===== src/rtl/ibex_run_ctrl.sv =====
// Run-control stage for an Ibex core: boot delay, run watchdog, drain wait,
// sticky pass/fail/timeout result and bounded debug-request pulses.
module ibex_run_ctrl #(
  parameter int unsigned BOOT_DELAY    = 16,
  parameter int unsigned DBG_PULSE_LEN = 4,
  parameter int unsigned RUN_TIMEOUT   = 100000,
  parameter int unsigned DRAIN_TIMEOUT = 256
) (
  input  logic       clk,
  input  logic       rst,
  input  logic       start_i,
  input  logic       dbg_trigger_i,
  input  logic       core_sleep_i,
  input  logic       alert_minor_i,
  input  logic       alert_major_i,
  input  logic       ecall_i,
  output logic       fetch_enable_o,
  output logic       debug_req_o,
  output logic       done_o,
  output logic [1:0] status_o,
  output logic [7:0] minor_alert_cnt_o
);

  localparam int unsigned BootW  = $clog2(BOOT_DELAY + 2);
  localparam int unsigned RunW   = $clog2(RUN_TIMEOUT + 1);
  localparam int unsigned DrainW = $clog2(DRAIN_TIMEOUT + 1);
  localparam int unsigned PulseW = $clog2(DBG_PULSE_LEN + 1);

  localparam logic [BootW-1:0]  BootLoad  = BootW'(BOOT_DELAY);
  localparam logic [RunW-1:0]   RunLast   = RunW'(RUN_TIMEOUT - 1);
  localparam logic [DrainW-1:0] DrainLast = DrainW'(DRAIN_TIMEOUT - 1);
  localparam logic [PulseW-1:0] PulseLoad = PulseW'(DBG_PULSE_LEN - 1);

  localparam logic [1:0] StatPass    = 2'b01;
  localparam logic [1:0] StatFail    = 2'b10;
  localparam logic [1:0] StatTimeout = 2'b11;

  typedef enum logic [2:0] {StIdle, StBoot, StRun, StDrain, StDone} state_e;

  state_e            state_q, state_d;
  logic              fetch_q, fetch_d;
  logic              dbg_q, dbg_d;
  logic              done_q, done_d;
  logic [1:0]        status_q, status_d;
  logic [7:0]        minor_q, minor_d;
  logic [BootW-1:0]  boot_cnt_q, boot_cnt_d;
  logic [RunW-1:0]   run_cnt_q, run_cnt_d;
  logic [DrainW-1:0] drain_cnt_q, drain_cnt_d;
  logic [PulseW-1:0] pulse_cnt_q, pulse_cnt_d;

  always_comb begin
    state_d     = state_q;
    status_d    = status_q;
    boot_cnt_d  = boot_cnt_q;
    run_cnt_d   = run_cnt_q;
    drain_cnt_d = drain_cnt_q;
    pulse_cnt_d = pulse_cnt_q;
    dbg_d       = 1'b0;

    unique case (state_q)
      StIdle: begin
        if (start_i) begin
          if (BOOT_DELAY == 0) begin
            state_d   = StRun;
            run_cnt_d = '0;
          end else begin
            state_d    = StBoot;
            boot_cnt_d = BootLoad;
          end
        end
      end
      StBoot: begin
        if (boot_cnt_q == '0) begin
          state_d   = StRun;
          run_cnt_d = '0;
        end else begin
          boot_cnt_d = boot_cnt_q - 1'b1;
        end
      end
      StRun: begin
        run_cnt_d = run_cnt_q + 1'b1;
        // Any exit from RUN leaves dbg_d at its default, aborting a live pulse.
        if (alert_major_i) begin
          state_d  = StDone;
          status_d = StatFail;
        end else if (ecall_i) begin
          state_d     = StDrain;
          drain_cnt_d = '0;
        end else if (run_cnt_q == RunLast) begin
          state_d  = StDone;
          status_d = StatTimeout;
        end else if (dbg_q) begin
          // Triggers during a pulse, including its last cycle, are dropped.
          if (pulse_cnt_q != '0) begin
            dbg_d       = 1'b1;
            pulse_cnt_d = pulse_cnt_q - 1'b1;
          end
        end else if (dbg_trigger_i) begin
          dbg_d       = 1'b1;
          pulse_cnt_d = PulseLoad;
        end
      end
      StDrain: begin
        drain_cnt_d = drain_cnt_q + 1'b1;
        if (alert_major_i) begin
          state_d  = StDone;
          status_d = StatFail;
        end else if (core_sleep_i) begin
          state_d  = StDone;
          status_d = StatPass;
        end else if (drain_cnt_q == DrainLast) begin
          state_d  = StDone;
          status_d = StatTimeout;
        end
      end
      StDone: begin
        state_d = StDone;
      end
      default: begin
        state_d = StIdle;
      end
    endcase

    fetch_d = (state_d == StRun);
    done_d  = (state_d == StDone);
    minor_d = (alert_minor_i && (minor_q != 8'hFF)) ? minor_q + 8'd1 : minor_q;
  end

  always_ff @(posedge clk) begin
    if (rst) begin
      state_q     <= StIdle;
      fetch_q     <= 1'b0;
      dbg_q       <= 1'b0;
      done_q      <= 1'b0;
      status_q    <= 2'b00;
      minor_q     <= 8'd0;
      boot_cnt_q  <= '0;
      run_cnt_q   <= '0;
      drain_cnt_q <= '0;
      pulse_cnt_q <= '0;
    end else begin
      state_q     <= state_d;
      fetch_q     <= fetch_d;
      dbg_q       <= dbg_d;
      done_q      <= done_d;
      status_q    <= status_d;
      minor_q     <= minor_d;
      boot_cnt_q  <= boot_cnt_d;
      run_cnt_q   <= run_cnt_d;
      drain_cnt_q <= drain_cnt_d;
      pulse_cnt_q <= pulse_cnt_d;
    end
  end

  assign fetch_enable_o    = fetch_q;
  assign debug_req_o       = dbg_q;
  assign done_o            = done_q;
  assign status_o          = status_q;
  assign minor_alert_cnt_o = minor_q;

endmodule


===== config.mk =====
export PLATFORM = sky130hd
export DESIGN_NAME = ibex_run_ctrl
export DESIGN_NICKNAME = d
export VERILOG_FILES = /design/src/rtl/ibex_run_ctrl.sv
export SDC_FILE = /design/constraint.sdc
export NUM_CORES = 1
export LEC_CHECK = 0
export ABC_AREA = 1
export ABC_CLOCK_PERIOD_IN_PS = 2000
export CAP_MARGIN = 0
export CELL_PAD_IN_SITES_DETAIL_PLACEMENT = 0
export CELL_PAD_IN_SITES_GLOBAL_PLACEMENT = 1
export CORE_ASPECT_RATIO = 0.9
export CORE_MARGIN = 4
export CORE_UTILIZATION = 40
export DETAILED_ROUTE_END_ITERATION = 16
export DONT_BUFFER_PORTS = 1
export PLACE_DENSITY_LB_ADDON = 0.1
export SLEW_MARGIN = 10
export SYNTH_ARGS = -nofsm -noshare
export SYNTH_HDL_FRONTEND = slang
export SYNTH_SLANG_ARGS = --single-unit

===== constraint.sdc =====
create_clock -name clk -period 2 [get_ports clk]
set_clock_uncertainty 0.1 [all_clocks]
set_input_delay 0.2 -clock clk [delete_from_list [all_inputs] [get_ports clk]]
set_output_delay 0.2 -clock clk [all_outputs]
set_load 0.02 [all_outputs]

==> results of run 1 <==
timing repair:
item	4_1_cts	5_1_grt
endpoints found under the hold margin	23	0
gates resized for setup	0	9
setup endpoints to repair	0	5
hold buffers	2	0
synth_stat cells, drive strengths merged:
cell type,number
a211oi,4
a21oi,34
a221oi,2
a22oi,2
a31oi,2
and3,3
buf,2
clkbuf,3
clkinv,1
dfxtp,50
ha,8
inv,56
nand2,73
nand3,22
nand3b,2
nand4,6
nor2,39
nor3,14
nor3b,1
nor4,1
o211ai,1
o21a,1
o21ai,16
o21bai,2
o22ai,1
o31ai,1
or2,3
xor2,2
critical path, cell delays in order, from the launching register on:
cell                      delay, ps
sky130_fd_sc_hd__dfxtp_2        340
sky130_fd_sc_hd__ha_2           200
sky130_fd_sc_hd__nand3_1         90
sky130_fd_sc_hd__nor2_2          50
sky130_fd_sc_hd__nand2_1         80
sky130_fd_sc_hd__nor2_2          40
sky130_fd_sc_hd__ha_1           180
sky130_fd_sc_hd__nor2_2          90
sky130_fd_sc_hd__nand2_2         80
sky130_fd_sc_hd__o21ai_4        160
sky130_fd_sc_hd__inv_2           70
sky130_fd_sc_hd__nand2_1         80
sky130_fd_sc_hd__nand2_1         50
sky130_fd_sc_hd__nand2_1         50
sky130_fd_sc_hd__nor2_1          40
routing by layer:
metal / vias to the layer above / global-route usage, %
li1: 1180 / -
met1: 952 / 21.7
met2: 18 / 22.9
met3: 6 / 5.07
met4: 0 / 3.70
met5: - / 0
path summary, 6_finish.rpt:
path	cells past startpoint	to
setup / recovery	14	status_o[1]
hold / removal	2	debug_req_o
setup reg to reg	14	status_o[1]
hold reg to reg	1	pulse_cnt_q[0]
power by group through the flow:
stage | clock, uW | sequential (uW) | combinational [uW]
2_1_floorplan | 0 | 1180 | 453
3_3_place_gp | 0 | 1190 | 584
3_5_place_dp | 0 | 1190 | 581
4_1_cts | 638 | 1170 | 595
5_1_grt | 676 | 1180 | 681
6_report | 609 | 1170 | 589
state kept, by name (all words and copies together) (netlist names):
register and count:
state_q 3, run_cnt_q 17, drain_cnt_q 9, debug_req_o 1
minor_alert_cnt_o 8, pulse_cnt_q 3, done_o 1, status_o 2
boot_cnt_q 5, fetch_enable_o 1
metrics by stage:
stage / hold slack [ps] / total power [uW] / utilization (%) / instance area, um^2
after floorplan: 241 / 1630 / - / 2510
after global placement: 173 / 1780 / 43.6 / 2670
after detailed placement: 176 / 1770 / 43.6 / 2670
after CTS: 28.0 / 2400 / 45.4 / 2780
after global routing: 30.3 / 2540 / 45.8 / 2800
final: 36.0 / 2370 / 45.8 / 2800
cell type report:
cell class              instances  area, um^2  area share, %
clock buffers                   7        86.3           3.08
inverters                      57         214           7.64
repair buffers                 11        87.6           3.13
well taps                      87         109           3.89
multi-input cells             240        1290           46.2
flip-flops and latches         50        1000           35.8
clock inverters                 1        5.00          0.179
logic make-up (layout without fill, tap and decap cells):
kind of cell               Yosys count  count (layout)  synth area share [%]
and+or+nand+nor                    164             164                  31.1
AOI/OAI and AO/OA                   66              66                  15.1
buffers and inverters               62              76                  9.32
DFF                                 50              50                  39.9
adders and majority gates            8               8                  3.99
xor gates and xnor gates             2               2                 0.698
==> run_results.csv, run 1 <==
group,metric,value,unit
die,fp.coreArea,6110,um^2
status,outcome,"complete, no violations",
yosys,yosys.area.top_type,"sky130_fd_sc_hd__dfxtp_1",
timing,unrepaired_setup_endpoints_after_global_routing,"no",
worst_setup_path,critical_path_required,2090,ps
clock_network,clock_latency,300,ps
routing,vias_per_cell,4.76,
placement,post-place-cells,443,
worst_setup_path,worst-endpoint-arrival,1900,ps
yosys,synth.distinct_cells,42,
clock_network,clock_sink_count,50,
placement,finalWeightedCongestion,0.773,
clock_network,cts_root_buffer,"sky130_fd_sc_hd__clkbuf_8",
yosys,synthesis.instances,352,
global_route,first_pass_grt_wire_length,9660,um
power,power.sequential.fraction,49.4,%
yosys,synth.area.top_cells,"sky130_fd_sc_hd__dfxtp_1, sky130_fd_sc_hd__nand2_1, sky130_fd_sc_hd__inv_1, sky130_fd_sc_hd__a21oi_1, sky130_fd_sc_hd__nor2_1",
timing,slew-limit-headroom,39.6,%
placement,port_buffers,0,
layout,antennaDiodeCount,0,
layout,layout_common_cells,"sky130_fd_sc_hd__nand2_1, sky130_fd_sc_hd__inv_1, sky130_fd_sc_hd__dfxtp_1, sky130_fd_sc_hd__a21oi_1, sky130_fd_sc_hd__nor2_1",
routing,detailedRoute.firstIterationViolations,113,
yosys,number_of_synthesized_register_bits,50,
layout,mostFrequentLayoutCell,"sky130_fd_sc_hd__nand2_1",
timing,finalSetupViolCount,0,
min_path,timing.hold.worst.class,"in2reg",
clock_network,tritoncts,"yes",
power,p_leak,0.00113,uW
routing,wl_met1,3010,um
yosys,post_syn_area,2510,um^2
min_path,worstHoldStart,"ecall_i",
global_route,gr-total-overflow,0,
layout,nNetsFinal,381,
routing,antenna_left,0,
flow_run,maxCapViolCount,0,
timing,final-max-slew-violation-count,0,
worst_setup_path,critPathKind,"reg2reg",
routing,met2WireLength,2230,um
clock_network,total_clock_buffers_created_by_cts,5,
global_route,grt_max_degree,21,
yosys,yosysTopAreaCellShare,39.9,%
routing,drt_pre_antenna_iters,4,
placement,dp_hpwl,4040,um
worst_setup_path,ff2ff_setup_slack,200,ps
power,clkPwrFrac,25.7,%
power,p_comb_share,24.9,%
worst_setup_path,type_of_element_capturing_the_critical_path,"flop",
worst_setup_path,worstSetupStartpointType,"flop",
layout,drive_gt1_share,13.9,%
die,initial_core_util,41.0,%
timing,final-hold-violation-count,0,
die,ioPinCount,21,
power,power_density_over_the_cells,845,nW/um^2
timing,period_needed,1800,ps
routing,vias,2156,
routing,routed_length_per_placed_instance,12.3,um
timing,worst_pin_slew,902,ps
clock_network,maximum_level_of_the_cts_h_tree,2,
power,vdd.ir_drop.worst,315,uV
timing,period_share,90.2,%
layout,synthToLayoutAreaGrowth,11.6,%
die,die_w,91.5,um
yosys,mappedNetlistNets,368,
yosys,syn_avg_cell_area,7.13,um^2
power,power.net_switching,817,uW
placement,pre_cts_ws,118,ps
routing,routed_wl,5550,um
clock_network,worst_setup_hold_path_clk_slew,90,ps
power,power.share.switching,34.5,%
die,placement_rows,27,
yosys,synth.yosys.warnings,0,
worst_setup_path,crit_path_start,"drain_cnt_q[0]",
power,p_int,1550,uW
timing,fin_ws,197,ps
timing,fmaxAchievable,0.554,GHz
layout,fill_cells,654,
die,die-height,83.2,um
timing,setup-tns-final,0,ps
routing,drcViolationCount,0,
global_route,via_count_of_the_first_global_routing_pass,2086,
global_route,groute.usage.overall,15.5,%
routing,met3WireLength,261,um
clock_network,cts_setup_buffers,0,
clock_network,clock_tree.buffer_depth,2,
worst_setup_path,crit_path_max_fanout,4,
yosys,ys_seq_area_share,39.9,%
worst_setup_path,worst_r2r_startpoint,"drain_cnt_q[0]",
routing,top_layer_used,"met4",
global_route,grt_antenna_before_repair,0,
layout,post_layout_nonfiller_instances,453,
die,fp.dieArea,7610,um^2
Power figures use the tool's default switching activity.
==> run 2: changes to the inputs <==
- CORE_UTILIZATION: 40 -> 45
==> run 2 against run 1 <==
Compared with the run above:
- first-iteration DRC count is 15% lower
- die area down 10%
- sequential power is essentially flat
- non-clock buffer count increased by 2
- global-route usage up 1.9 points
- utilization increased by 7.0 points
- sequential share of layout area fell by 0.080 points
- largest cell class unchanged
==> run_results.csv, run 2 (synthesis gave the netlist of run 1 again) <==
group,metric,value,unit
status,outcome,"complete, no violations",
worst_setup_path,crit_end,"fetch_enable_o",
worst_setup_path,critical_path_required,2130,ps
clock_network,tritoncts,"yes",
timing,final-hold-violation-count,0,
worst_setup_path,ff2ff_setup_slack,190,ps
layout,largest-register,"run_cnt_q",
layout,final_core_utilization,52.8,%
die,ioPinCount,21,
power,power.share.switching,32.7,%
timing,unrepaired_setup_endpoints_after_global_routing,"no",
placement,finalWeightedCongestion,0.778,
power,power.sequential.fraction,47.1,%
routing,vias,2182,
power,power.total,2480,uW
placement,port_buffers,0,
global_route,grt_antenna_before_repair,0,
global_route,via_count_of_the_first_global_routing_pass,2129,
timing,setup-tns-final,0,ps
timing,worst_pin_slew,926,ps
global_route,first_pass_grt_wire_length,9560,um
worst_setup_path,worst_r2r_startpoint,"drain_cnt_q[0]",
worst_setup_path,r2r-end,"fetch_enable_o",
layout,mostFrequentLayoutCell,"sky130_fd_sc_hd__nand2_1",
global_route,grt_max_degree,21,
power,clkPwrFrac,29.4,%
clock_network,clock_latency,300,ps
die,die_w,86.7,um
timing,period_needed,1810,ps
global_route,gr-total-overflow,0,
clock_network,cts_root_buffer,"sky130_fd_sc_hd__clkbuf_8",
worst_setup_path,critPathKind,"reg2reg",
die,die-height,78.9,um
routing,drt_pre_antenna_iters,4,
layout,drive_gt1_share,13.6,%
die,fp.coreArea,5320,um^2
layout,area_used_by_multi_input_combinational_logic,1290,um^2
power,vdd.ir_drop.worst,541,uV
layout,number_of_flip_flops_under_the_largest_register_name,17,
power,power_density_over_the_cells,882,nW/um^2
routing,routed_length_per_placed_instance,12.4,um
layout,nNetsFinal,383,
timing,final-max-slew-violation-count,0,
clock_network,maximum_level_of_the_cts_h_tree,2,
power,p_comb_share,23.5,%
layout,antennaDiodeCount,0,
routing,vias_per_cell,5.03,
layout,layout.area.seq,1000,um^2
worst_setup_path,worstSetupStartpointType,"flop",
worst_setup_path,worst-r2r-cell-count,13,
worst_setup_path,worst-endpoint-arrival,1940,ps
clock_network,total_clock_buffers_created_by_cts,5,
die,initial_core_util,47.2,%
timing,period_share,90.5,%
die,fp.dieArea,6840,um^2
clock_network,worst_setup_hold_path_clk_slew,90,ps
die,placement_rows,25,
layout,synthToLayoutAreaGrowth,11.8,%
power,p_int,1670,uW
routing,detailedRoute.firstIterationViolations,96,
power,power.net_switching,810,uW
timing,finalSetupViolCount,0,
clock_network,clock_tree.buffer_depth,2,
flow_run,maxCapViolCount,0,
global_route,groute.usage.overall,17.3,%
min_path,timing.hold.worst.class,"in2reg",
placement,post-place-cells,424,
layout,post_layout_nonfiller_instances,434,
power,p_leak,0.00115,uW
layout,layout_common_cells,"sky130_fd_sc_hd__nand2_1, sky130_fd_sc_hd__inv_1, sky130_fd_sc_hd__dfxtp_1, sky130_fd_sc_hd__a21oi_1, sky130_fd_sc_hd__nor2_1",
worst_setup_path,type_of_element_capturing_the_critical_path,"flop",
timing,slew-limit-headroom,38.1,%
clock_network,clock_sink_count,50,
timing,fmaxAchievable,0.553,GHz
layout,fill_cells,544,
routing,drcViolationCount,0,
worst_setup_path,crit_path_max_fanout,3,
worst_setup_path,crit_path_start,"drain_cnt_q[0]",
placement,dp_hpwl,3920,um
routing,antenna_left,0,
routing,routed_wl,5390,um
run 2: through the flow:
step	hold WS, ps	cell area, um^2	worst slack, ps
3_5_place_dp	175	2650	106
3_3_place_gp	173	2650	122
2_1_floorplan	241	2510	253
6_report	12.3	2810	190
5_1_grt	37.0	2810	8.91
4_1_cts	9.48	2780	87.7
run 2: worst min path at each step:
stage | endpoint | from | depth (start not counted)
2_1_floorplan | status_o[1] | alert_major_i | 2
3_3_place_gp | drain_cnt_q[1] | rst | 1
3_5_place_dp | drain_cnt_q[8] | rst | 1
4_1_cts | status_o[1] | core_sleep_i | 3
5_1_grt | debug_req_o | ecall_i | 2
6_report | status_o[1] | core_sleep_i | 3
run 2: routing by layer:
layer	share of wire [%]	vias up	global-route usage, %
li1	-	1178	-
met1	50	967	22.7
met2	43	29	27.4
met3	5.1	8	4.67
met4	1.4	0	6.23
met5	0	-	0
run 2: power groups by stage:
| stage | Clock, uW | Combinational (uW) | Sequential [uW] |
|---|---|---|---|
| after floorplan | 0 | 453 | 1180 |
| after global placement | 0 | 571 | 1190 |
| after detailed placement | 0 | 570 | 1190 |
| after CTS | 754 | 581 | 1170 |
| after global routing | 790 | 670 | 1180 |
| final | 727 | 582 | 1170 |
run 2: critical path, stage by stage (launching register included):
cell	delay, ps
sky130_fd_sc_hd__dfxtp_2	350
sky130_fd_sc_hd__ha_4	170
sky130_fd_sc_hd__nand3_1	90
sky130_fd_sc_hd__nor2_2	50
sky130_fd_sc_hd__nand2_1	70
sky130_fd_sc_hd__nor2_1	50
sky130_fd_sc_hd__ha_1	170
sky130_fd_sc_hd__nor2_1	80
sky130_fd_sc_hd__nand2_1	80
sky130_fd_sc_hd__o21ai_2	200
sky130_fd_sc_hd__nor2_1	60
sky130_fd_sc_hd__o21ai_1	80
sky130_fd_sc_hd__nand2_1	90
sky130_fd_sc_hd__nor3_2	100
run 2: timing repair:
action	4_1_cts	5_1_grt
endpoints found under the hold margin	23	0
hold buffers	2	0
buffers inserted	0	1
resized for setup	0	6
setup endpoints to repair	0	4
run 2: area by class of cell:
cell class / count / area share (%)
inverter: 57 / 7.62
multi-input combinational: 240 / 46.0
timing repair buffer: 13 / 3.66
clock buffer: 6 / 2.94
sequential: 50 / 35.8
tap: 67 / 2.99
clock inverter: 1 / 1.07
==> run 3: changes to the inputs <==
- CORE_UTILIZATION: 45 -> 48
- CTS_BUF_LIST: default -> sky130_fd_sc_hd__clkbuf_8
==> run 3 against run 2 <==
Compared with the run above:
- via count grew 1.9%
- die area shrank 5.6%
- final area shrank 0.80%
- worst hold slack gained 19 ps
- flip-flop and latch count is the same
- routed wire length grew 2.3%
- utilization grew 3.4 points
- clock-buffer cell count shrank 1
- total power is essentially flat
- largest power group unchanged
==> run_results.csv, run 3 (synthesis gave the netlist of run 1 again) <==
group,metric,value,unit
status,outcome,"complete, no violations",
worst_setup_path,critPathKind,"reg2reg",
power,power_density_over_the_cells,890,nW/um^2
routing,drt_pre_antenna_iters,4,
placement,pre_cts_ws,109,ps
die,fp.dieArea,6450,um^2
flow_run,maxCapViolCount,0,
routing,detailedRoute.firstIterationViolations,118,
global_route,grt_antenna_before_repair,0,
layout,nNetsFinal,382,
layout,layout_common_cells,"sky130_fd_sc_hd__nand2_1, sky130_fd_sc_hd__dfxtp_1, sky130_fd_sc_hd__inv_1, sky130_fd_sc_hd__a21oi_1, sky130_fd_sc_hd__nor2_1",
routing,routed_wl,5510,um
layout,synthToLayoutAreaGrowth,10.9,%
die,fp.coreArea,4950,um^2
die,die-height,76.6,um
timing,finalSetupViolCount,0,
clock_network,total_clock_buffers_created_by_cts,5,
clock_network,clock_sink_count,50,
routing,vias,2223,
clock_network,cts_root_buffer,"sky130_fd_sc_hd__clkbuf_8",
global_route,gr-total-overflow,0,
placement,port_buffers,0,
placement,placement.cell_area,2640,um^2
timing,slew-limit-headroom,40.4,%
layout,largest-register,"run_cnt_q",
routing,vias_per_cell,5.15,
worst_setup_path,worst-endpoint-arrival,1990,ps
power,vdd.ir_drop.worst,539,uV
clock_network,worst_setup_hold_path_clk_slew,100,ps
clock_network,maximum_level_of_the_cts_h_tree,2,
layout,number_of_flip_flops_under_the_largest_register_name,17,
timing,fin_ws,162,ps
global_route,groute.usage.overall,17.8,%
layout,layout.cell_area.non_filler,2780,um^2
timing,unrepaired_setup_endpoints_after_global_routing,"no",
global_route,grt_max_degree,21,
layout,mostFrequentLayoutCell,"sky130_fd_sc_hd__nand2_1",
timing,final-max-slew-violation-count,0,
die,die_w,84.2,um
global_route,via_count_of_the_first_global_routing_pass,2044,
power,p_leak,0.00114,uW
clock_network,clock_tree.buffer_depth,2,
clock_network,clock_latency,310,ps
timing,final-hold-violation-count,0,
timing,fmaxAchievable,0.544,GHz
placement,finalWeightedCongestion,0.824,
worst_setup_path,critical_path_required,2150,ps
placement,dp_hpwl,4000,um
min_path,timing.hold.worst.class,"in2reg",
die,placement_rows,24,
worst_setup_path,type_of_element_capturing_the_critical_path,"flop",
routing,routed_length_per_placed_instance,12.8,um
timing,setup-tns-final,0,ps
layout,antennaDiodeCount,0,
global_route,first_pass_grt_wire_length,9430,um
layout,drive_gt1_share,13.4,%
timing,period_needed,1840,ps
worst_setup_path,crit_path_max_fanout,3,
worst_setup_path,worstSetupStartpointType,"flop",
routing,antenna_left,0,
die,initial_core_util,50.7,%
timing,worst_pin_slew,891,ps
die,ioPinCount,21,
timing,period_share,91.9,%
layout,fill_cells,490,
routing,drcViolationCount,0,
clock_network,tritoncts,"yes",
-- run 3: per-layer routing --
layer | wire [um] | global-route usage (%) | part of all wire (%) | up-vias
li1 | - | - | - | 1179
met1 | 2800 | 24.7 | 51 | 1000
met2 | 2260 | 26.3 | 41 | 39
met3 | 397 | 6.05 | 7.2 | 5
met4 | 58 | 4.82 | 1.1 | 0
met5 | 0 | 0 | 0 | -
-- run 3: area by class of cell --
class | count | area, um^2 | share of cell area, %
sequential | 50 | 1000 | 36.0
clock buffer | 5 | 68.8 | 2.47
tap | 65 | 81.3 | 2.92
inverter | 57 | 214 | 7.69
timing repair buffer | 12 | 95.1 | 3.42
multi-input combinational | 240 | 1280 | 46.1
clock inverter | 3 | 40.0 | 1.44
-- run 3: metrics by stage --
stage / std cells / hold slack (ps) / util (%) / power [uW]
6_report: 432 / 30.8 / 56.2 / 2480
5_1_grt: 432 / 37.9 / 56.2 / 2620
4_1_cts: 431 / 27.0 / 55.9 / 2500
3_5_place_dp: 421 / 175 / 53.3 / 1780
3_3_place_gp: 421 / 173 / 53.3 / 1760
2_1_floorplan: 352 / 241 / - / 1630
-- run 3: power breakdown --
part	switching [uW]	leakage [uW]	total [uW]	internal, uW
registers	87.8	0.000405	1170	1080
logic	406	0.000675	600	193
clock network	343	0.0000579	712	369
total	837	0.00114	2480	1640
-- run 3: worst paths after layout --
path             startpoint              to  slack (ps)  cells past startpoint
max          drain_cnt_q[1]     status_o[0]         160                     14
min                 ecall_i     debug_req_o          30                      2
max reg2reg  drain_cnt_q[1]     status_o[0]         160                     14
min reg2reg  pulse_cnt_q[0]  pulse_cnt_q[0]         330                      1
-- run 3: critical path: stages (launching register included) --
cell                      delay, ps
sky130_fd_sc_hd__dfxtp_1        370
sky130_fd_sc_hd__ha_2           210
sky130_fd_sc_hd__nand3_1         80
sky130_fd_sc_hd__nor2_1         130
sky130_fd_sc_hd__nand2_1         90
sky130_fd_sc_hd__nor2_1         100
sky130_fd_sc_hd__ha_1           150
sky130_fd_sc_hd__nor2_1          40
sky130_fd_sc_hd__nand2_1         90
sky130_fd_sc_hd__o21ai_2         80
sky130_fd_sc_hd__inv_1          100
sky130_fd_sc_hd__nand2_1         80
sky130_fd_sc_hd__nand2_1         60
sky130_fd_sc_hd__nand2_1         40
sky130_fd_sc_hd__nor2_1          80
-- run 3: what timing repair did --
action	CTS	global route
setup endpoints to repair	0	5
gates resized for setup	0	4
endpoints found under the hold margin	23	0
hold buffers	2	0
buffers inserted	0	1
